File: src/rtl/fbuf_arbiter.sv
// Frame-buffer arbiter: camera capture FSM plus a single-port RAM shared by
// camera writes (fixed priority) and round-robin VGA / processor reads.
module fbuf_arbiter #(
  parameter int unsigned WIDTH  = 176,
  parameter int unsigned HEIGHT = 144,
  parameter int unsigned AW     = 15
) (
  input  logic          CLK,
  input  logic          RESET_N,
  input  logic          CAPTURE_EN,
  input  logic          FRAME_START,
  input  logic          FRAME_END,
  input  logic          CAM_REQ,
  input  logic [7:0]    CAM_X,
  input  logic [7:0]    CAM_Y,
  input  logic [7:0]    CAM_DATA,
  output logic          CAM_ACK,
  input  logic          VGA_REQ,
  input  logic [7:0]    VGA_X,
  input  logic [7:0]    VGA_Y,
  output logic          VGA_ACK,
  output logic          VGA_RVALID,
  output logic [7:0]    VGA_RDATA,
  input  logic          PROC_REQ,
  input  logic [7:0]    PROC_X,
  input  logic [7:0]    PROC_Y,
  output logic          PROC_ACK,
  output logic          PROC_RVALID,
  output logic [7:0]    PROC_RDATA,
  output logic [AW-1:0] MEM_ADDR,
  output logic [7:0]    MEM_WDATA,
  output logic          MEM_WE,
  input  logic [7:0]    MEM_RDATA,
  output logic [1:0]    STATE,
  output logic [7:0]    FRAME_COUNT
);

  localparam int unsigned PROD_W   = 17;
  localparam logic [8:0]  WIDTH_L  = 9'(WIDTH);
  localparam logic [8:0]  HEIGHT_L = 9'(HEIGHT);

  typedef enum logic [1:0] {
    IDLE      = 2'd0,
    ARMED     = 2'd1,
    CAPTURING = 2'd2,
    DONE      = 2'd3
  } cap_state_e;

  cap_state_e    state_q, state_d;
  logic [7:0]    fc_q, fc_d;
  logic          rr_q, rr_d;          // 1: PROC is favoured on the next conflict
  logic [AW-1:0] mem_addr_q, mem_addr_d;
  logic [7:0]    mem_wdata_q, mem_wdata_d;
  logic          mem_we_q, mem_we_d;
  logic          rd_vga_p1_q, rd_vga_p1_d;
  logic          rd_proc_p1_q, rd_proc_p1_d;
  logic          rd_oob_p1_q, rd_oob_p1_d;
  logic          vga_rvalid_q, proc_rvalid_q;
  logic          rd_oob_p2_q;

  logic          cam_gnt, vga_gnt, proc_gnt;
  logic [7:0]    sel_x, sel_y;
  logic          in_range;
  logic [PROD_W-1:0] addr_full;

  // Y*WIDTH as a sum of shifted copies of Y; no multiplier is inferred.
  function automatic logic [PROD_W-1:0] row_base(input logic [7:0] y);
    logic [PROD_W-1:0] acc;
    acc = '0;
    for (int unsigned i = 0; i < 9; i++) begin
      if (WIDTH_L[i]) acc = acc + (PROD_W'(y) << i);
    end
    return acc;
  endfunction

  // Grant: camera always wins; VGA/PROC share by round-robin pointer.
  always_comb begin
    cam_gnt  = RESET_N & CAM_REQ;
    vga_gnt  = RESET_N & ~CAM_REQ & VGA_REQ  & (~PROC_REQ | ~rr_q);
    proc_gnt = RESET_N & ~CAM_REQ & PROC_REQ & (~VGA_REQ  |  rr_q);
  end

  assign CAM_ACK  = cam_gnt;
  assign VGA_ACK  = vga_gnt;
  assign PROC_ACK = proc_gnt;

  always_comb begin
    sel_x = PROC_X;
    sel_y = PROC_Y;
    if (cam_gnt) begin
      sel_x = CAM_X;
      sel_y = CAM_Y;
    end else if (vga_gnt) begin
      sel_x = VGA_X;
      sel_y = VGA_Y;
    end
    in_range  = ({1'b0, sel_x} < WIDTH_L) && ({1'b0, sel_y} < HEIGHT_L);
    addr_full = row_base(sel_y) + PROD_W'(sel_x);
  end

  // Capture FSM next state and completed-frame counter.
  always_comb begin
    state_d = state_q;
    fc_d    = fc_q;
    case (state_q)
      IDLE:      if (CAPTURE_EN) state_d = ARMED;
      ARMED: begin
        if (!CAPTURE_EN)      state_d = IDLE;
        else if (FRAME_START) state_d = CAPTURING;
      end
      CAPTURING: begin
        if (FRAME_END) begin
          state_d = DONE;
          fc_d    = fc_q + 8'd1;
        end
      end
      DONE:      state_d = CAPTURE_EN ? ARMED : IDLE;
      default:   state_d = IDLE;
    endcase
  end

  // Memory port and read pipeline next state.
  always_comb begin
    mem_addr_d   = mem_addr_q;
    mem_wdata_d  = mem_wdata_q;
    mem_we_d     = 1'b0;
    rr_d         = rr_q;
    rd_vga_p1_d  = vga_gnt;
    rd_proc_p1_d = proc_gnt;
    rd_oob_p1_d  = (vga_gnt | proc_gnt) & ~in_range;
    if (vga_gnt)       rr_d = 1'b1;
    else if (proc_gnt) rr_d = 1'b0;
    if (cam_gnt) begin
      if ((state_q == CAPTURING) && in_range) begin
        mem_addr_d  = AW'(addr_full);
        mem_wdata_d = CAM_DATA;
        mem_we_d    = 1'b1;
      end
    end else if ((vga_gnt | proc_gnt) && in_range) begin
      mem_addr_d = AW'(addr_full);
    end
  end

  always_ff @(posedge CLK or negedge RESET_N) begin
    if (!RESET_N) begin
      state_q       <= IDLE;
      fc_q          <= 8'd0;
      rr_q          <= 1'b0;
      mem_addr_q    <= '0;
      mem_wdata_q   <= 8'd0;
      mem_we_q      <= 1'b0;
      rd_vga_p1_q   <= 1'b0;
      rd_proc_p1_q  <= 1'b0;
      rd_oob_p1_q   <= 1'b0;
      vga_rvalid_q  <= 1'b0;
      proc_rvalid_q <= 1'b0;
      rd_oob_p2_q   <= 1'b0;
    end else begin
      state_q       <= state_d;
      fc_q          <= fc_d;
      rr_q          <= rr_d;
      mem_addr_q    <= mem_addr_d;
      mem_wdata_q   <= mem_wdata_d;
      mem_we_q      <= mem_we_d;
      rd_vga_p1_q   <= rd_vga_p1_d;
      rd_proc_p1_q  <= rd_proc_p1_d;
      rd_oob_p1_q   <= rd_oob_p1_d;
      vga_rvalid_q  <= rd_vga_p1_q;
      proc_rvalid_q <= rd_proc_p1_q;
      rd_oob_p2_q   <= rd_oob_p1_q;
    end
  end

  // RAM data arrives in the cycle RVALID is high, so it is steered, not registered.
  assign VGA_RVALID  = vga_rvalid_q;
  assign PROC_RVALID = proc_rvalid_q;
  assign VGA_RDATA   = (vga_rvalid_q  && !rd_oob_p2_q) ? MEM_RDATA : 8'h00;
  assign PROC_RDATA  = (proc_rvalid_q && !rd_oob_p2_q) ? MEM_RDATA : 8'h00;

  assign MEM_ADDR    = mem_addr_q;
  assign MEM_WDATA   = mem_wdata_q;
  assign MEM_WE      = mem_we_q;
  assign STATE       = state_q;
  assign FRAME_COUNT = fc_q;

endmodule

File: config.mk
export PLATFORM = sky130hd
export DESIGN_NAME = fbuf_arbiter
export DESIGN_NICKNAME = d
export VERILOG_FILES = /design/src/rtl/fbuf_arbiter.sv
export SDC_FILE = /design/constraint.sdc
export NUM_CORES = 1
export LEC_CHECK = 0
export CAP_MARGIN = 20
export CORE_MARGIN = 2
export CORE_UTILIZATION = 46
export DETAILED_ROUTE_END_ITERATION = 10
export PLACE_DENSITY = 0.92
export SETUP_SLACK_MARGIN = 0.15
export SLEW_MARGIN = 20
export SYNTH_ARGS = -nofsm -noshare
export SYNTH_HDL_FRONTEND = slang
export SYNTH_SLANG_ARGS = --single-unit
File: constraint.sdc
create_clock -name CLK -period 6 [get_ports CLK]
set_input_delay 1.2 -clock CLK [delete_from_list [all_inputs] [get_ports CLK]]
set_output_delay 1.2 -clock CLK [all_outputs]
set_load 0.005 [all_outputs]
==> key figures <==
Floorplanning
  • Die ar.: 7020 um^2
  • Core ar.: 6240 um^2
  • Chip width: 83.8 um
  • Die height: 83.8 um
  • Ports: 127
  • Starting Density: 46.9%
  • # rows: 29

Clocking
  • CTS-repair resized insts: 0
  • Clock Tree Buf Depth: 2
  • Worst-path clk slew: 0.08 ns
  • Setup repair bufs after CTS: 0
  • CTS root buf: clkbuf_8
  • Clock sink total: 41
  • Later-pin clock latency in the skew report: 0.29 ns
  • CTS tree: done
  • Number of hold buffers added after cts: 0
  • Cts bufs inserted: 5
  • H-tree Lvls: 2

Place
  • Buffers on Ports: 126
  • RD Place Congestion: 0.885
  • HPWL Detailed: 6370 um

Setup path
  • Max FO, Critical Path: 10
  • R2r startpoint: rr_q
  • Reg2reg setup slack: 1.83 ns
  • Worst Path Arrival: 5.40 ns
  • Capturing point of the worst reg2reg path: MEM_ADDR[13]
  • CP Capture Type: flip-flop
  • CP Launch Type: primary input
  • Critical path type: in2reg
  • Register-to-Register Path Depth: 14
  • CP required: 6.18 ns

Synthesis
  • Syn Inst Count: 285
  • Ys Warns: 0
  • Syn Area/Cell: 10.3 um^2
  • Async SR Flop Fraction: 100%
  • Yosys reg bits: 41
  • Post-synthesis sequential area ratio: 35.1%
  • Cell Area, Synth: 2930 um^2
  • Main synth FF type: dfrtp_1
  • Synth cell types: 48
  • Post-synth EDFFs: 0
  • Post-synthesis net count: 385

Timing
  • Skew final: 0.00754 ns
  • Final Hold Fails: 0
  • RSZ-0062 raised after global routing: no
  • Worst-Margin Slew: 0.469 ns
  • Final Max Tran Viols: 0
  • Fin crit share: 86.9%
  • Setup_tns: 0 ns
  • Slew headroom: 68.7%
  • Finish-stage setup viols: 0
  • Post-layout min period: 5.22 ns
  • Max Clock Freq: 0.192 GHz
  • Worst hold margin: 0.353 ns

Power and ir drop
  • Total power: 1.29 mW
  • Peak VDD IR: 249 uV
  • P_leak: 2.03 nW
  • Power Density: 295 nW/um^2

Global route
  • Pin count of the biggest net entering global routing: 36
  • Initial antenna violation count: 0
  • Total GRT Usage: 22.9%
  • First-pass GRT wire length: 12800 um
  • GRT Residual Overflow: 0
  • Vias in the first global route: 2640

Drt
  • Remaining antenna violation count: 0
  • Routed WL per cell: 15.5 um
  • Vias: 2582
  • DR pass1 iterations: 4
  • DR iter-0 viols: 78
  • Via density: 5.23
  • Total wire length: 7680 um
  • DR DRC count: 0

Worst hold path
  • HP Start: rd_proc_p1_q
  • HP Class: reg2reg
  • Hold Path Cell Cnt: 0
  • WHS Endpoint: PROC_RVALID

Outcome
  • Outcome: complete, no violations

Final layout
  • Util after Layout: 69.9%
  • Layout area overhead: 49.2%
  • Layout cells sized above 1: 11.0%
  • Antenna diodes: 0
  • Layout Nets: 517

Flow run
  • Max-cap check violation count: 0
[critical path, cell delays in order]
cell	delay (ns)
clkdlybuf4s50_1	0.57
a21boi_4	0.35
nand2_8	0.14
mux2_4	0.34
o21ai_0	0.25
fa_1	0.46
inv_1	0.08
fa_1	0.44
ha_1	0.30
a21o_1	0.17
a21oi_1	0.22
o21ai_0	0.17
o41ai_1	0.33
xnor2_1	0.10
mux2_2	0.26
[power by group]
part | switching, mW | internal (mW)
sequential | 0.0669 | 0.369
combinational | 0.260 | 0.407
clock | 0.0952 | 0.0910
[cells in the mapped netlist, drive strengths merged, types with 5 or more instances]
master | number | area share [%]
and2 | 18 | 3.8
nand3 | 7 | 1.6
dfrtp | 41 | 35
xnor2 | 12 | 3.6
ha | 19 | 8.1
nand2 | 32 | 4.7
a21oi | 10 | 1.7
nor2 | 14 | 1.8
a31oi | 7 | 1.7
mux2i | 6 | 2.1
mux2 | 23 | 10
nand2b | 5 | 1.1
inv | 31 | 4.1
a21o | 5 | 1.3
o21ai | 9 | 1.5
fa | 9 | 6.2
[flip-flops by register name (all words and copies together) (netlist names), named ones only]
register	cells
MEM_WE	1
STATE	1
FRAME_COUNT	8
MEM_ADDR	15
PROC_RVALID	1
rr_q	1
rd_oob_p1_q	1
rd_proc_p1_q	1
VGA_RVALID	1
rd_oob_p2_q	1
rd_vga_p1_q	1
MEM_WDATA	8
[stage by stage]
stage | std cells | area, um^2 | setup WS [ns]
floorplan | 285 | 2930 | 1.26
global placement | 487 | 4280 | 0.641
detailed placement | 487 | 4280 | 0.521
CTS | 494 | 4370 | 0.821
global route | 494 | 4370 | 0.489
finish | 494 | 4370 | 0.784
[final cells by class]
cell class	instances	area, um^2
fillers	468	1880
multi-input cells	208	1750
repair buffers	130	1290
flip-flops and latches	41	1030
inverters	31	119
well taps	77	96.3
clock buffers	6	82.6
clock inverters	1	7.51
[worst max path at each step]
stage / start / endpoint / cells past startpoint
finish: VGA_REQ / MEM_ADDR[13] / 15
global route: VGA_REQ / MEM_ADDR[13] / 15
CTS: VGA_REQ / MEM_ADDR[13] / 15
detailed placement: VGA_REQ / MEM_ADDR[13] / 15
global placement: VGA_REQ / MEM_ADDR[13] / 15
floorplan: CAM_REQ / MEM_ADDR[13] / 15
[layout by cell type, fill, tap and decap left out, drive strengths merged, types with 6 or more instances in the layout]
master	n
a21oi	10
a31oi	7
and2	18
clkbuf	6
clkdlybuf4s50	125
dfrtp	41
fa	9
ha	19
inv	31
mux2	23
mux2i	6
nand2	32
nand3	7
nor2	14
o21ai	9
xnor2	12
[cell families (layout without fill, tap and decap cells)]
logic type | Yosys count | in the layout | synth area share [%]
DFF | 41 | 41 | 35.1
and+or+nand+nor | 90 | 90 | 16.6
muxes | 29 | 29 | 12.2
xor gates and xnor gates | 15 | 15 | 4.49
buffers and inverters | 36 | 168 | 5.22
AOI/OAI and AO/OA | 46 | 46 | 12.2
adders and majority gates | 28 | 28 | 14.3
[routing by layer]
layer	GRT usage, %	part of all wire (%)	vias up
met2	40.4	50	117
met5	0	0	-
met4	6.16	1.3	0
met1	27.5	41	1220
met3	6.33	7.7	13
li1	-	-	1232
Note: power is estimated with default switching activity, not from simulation.
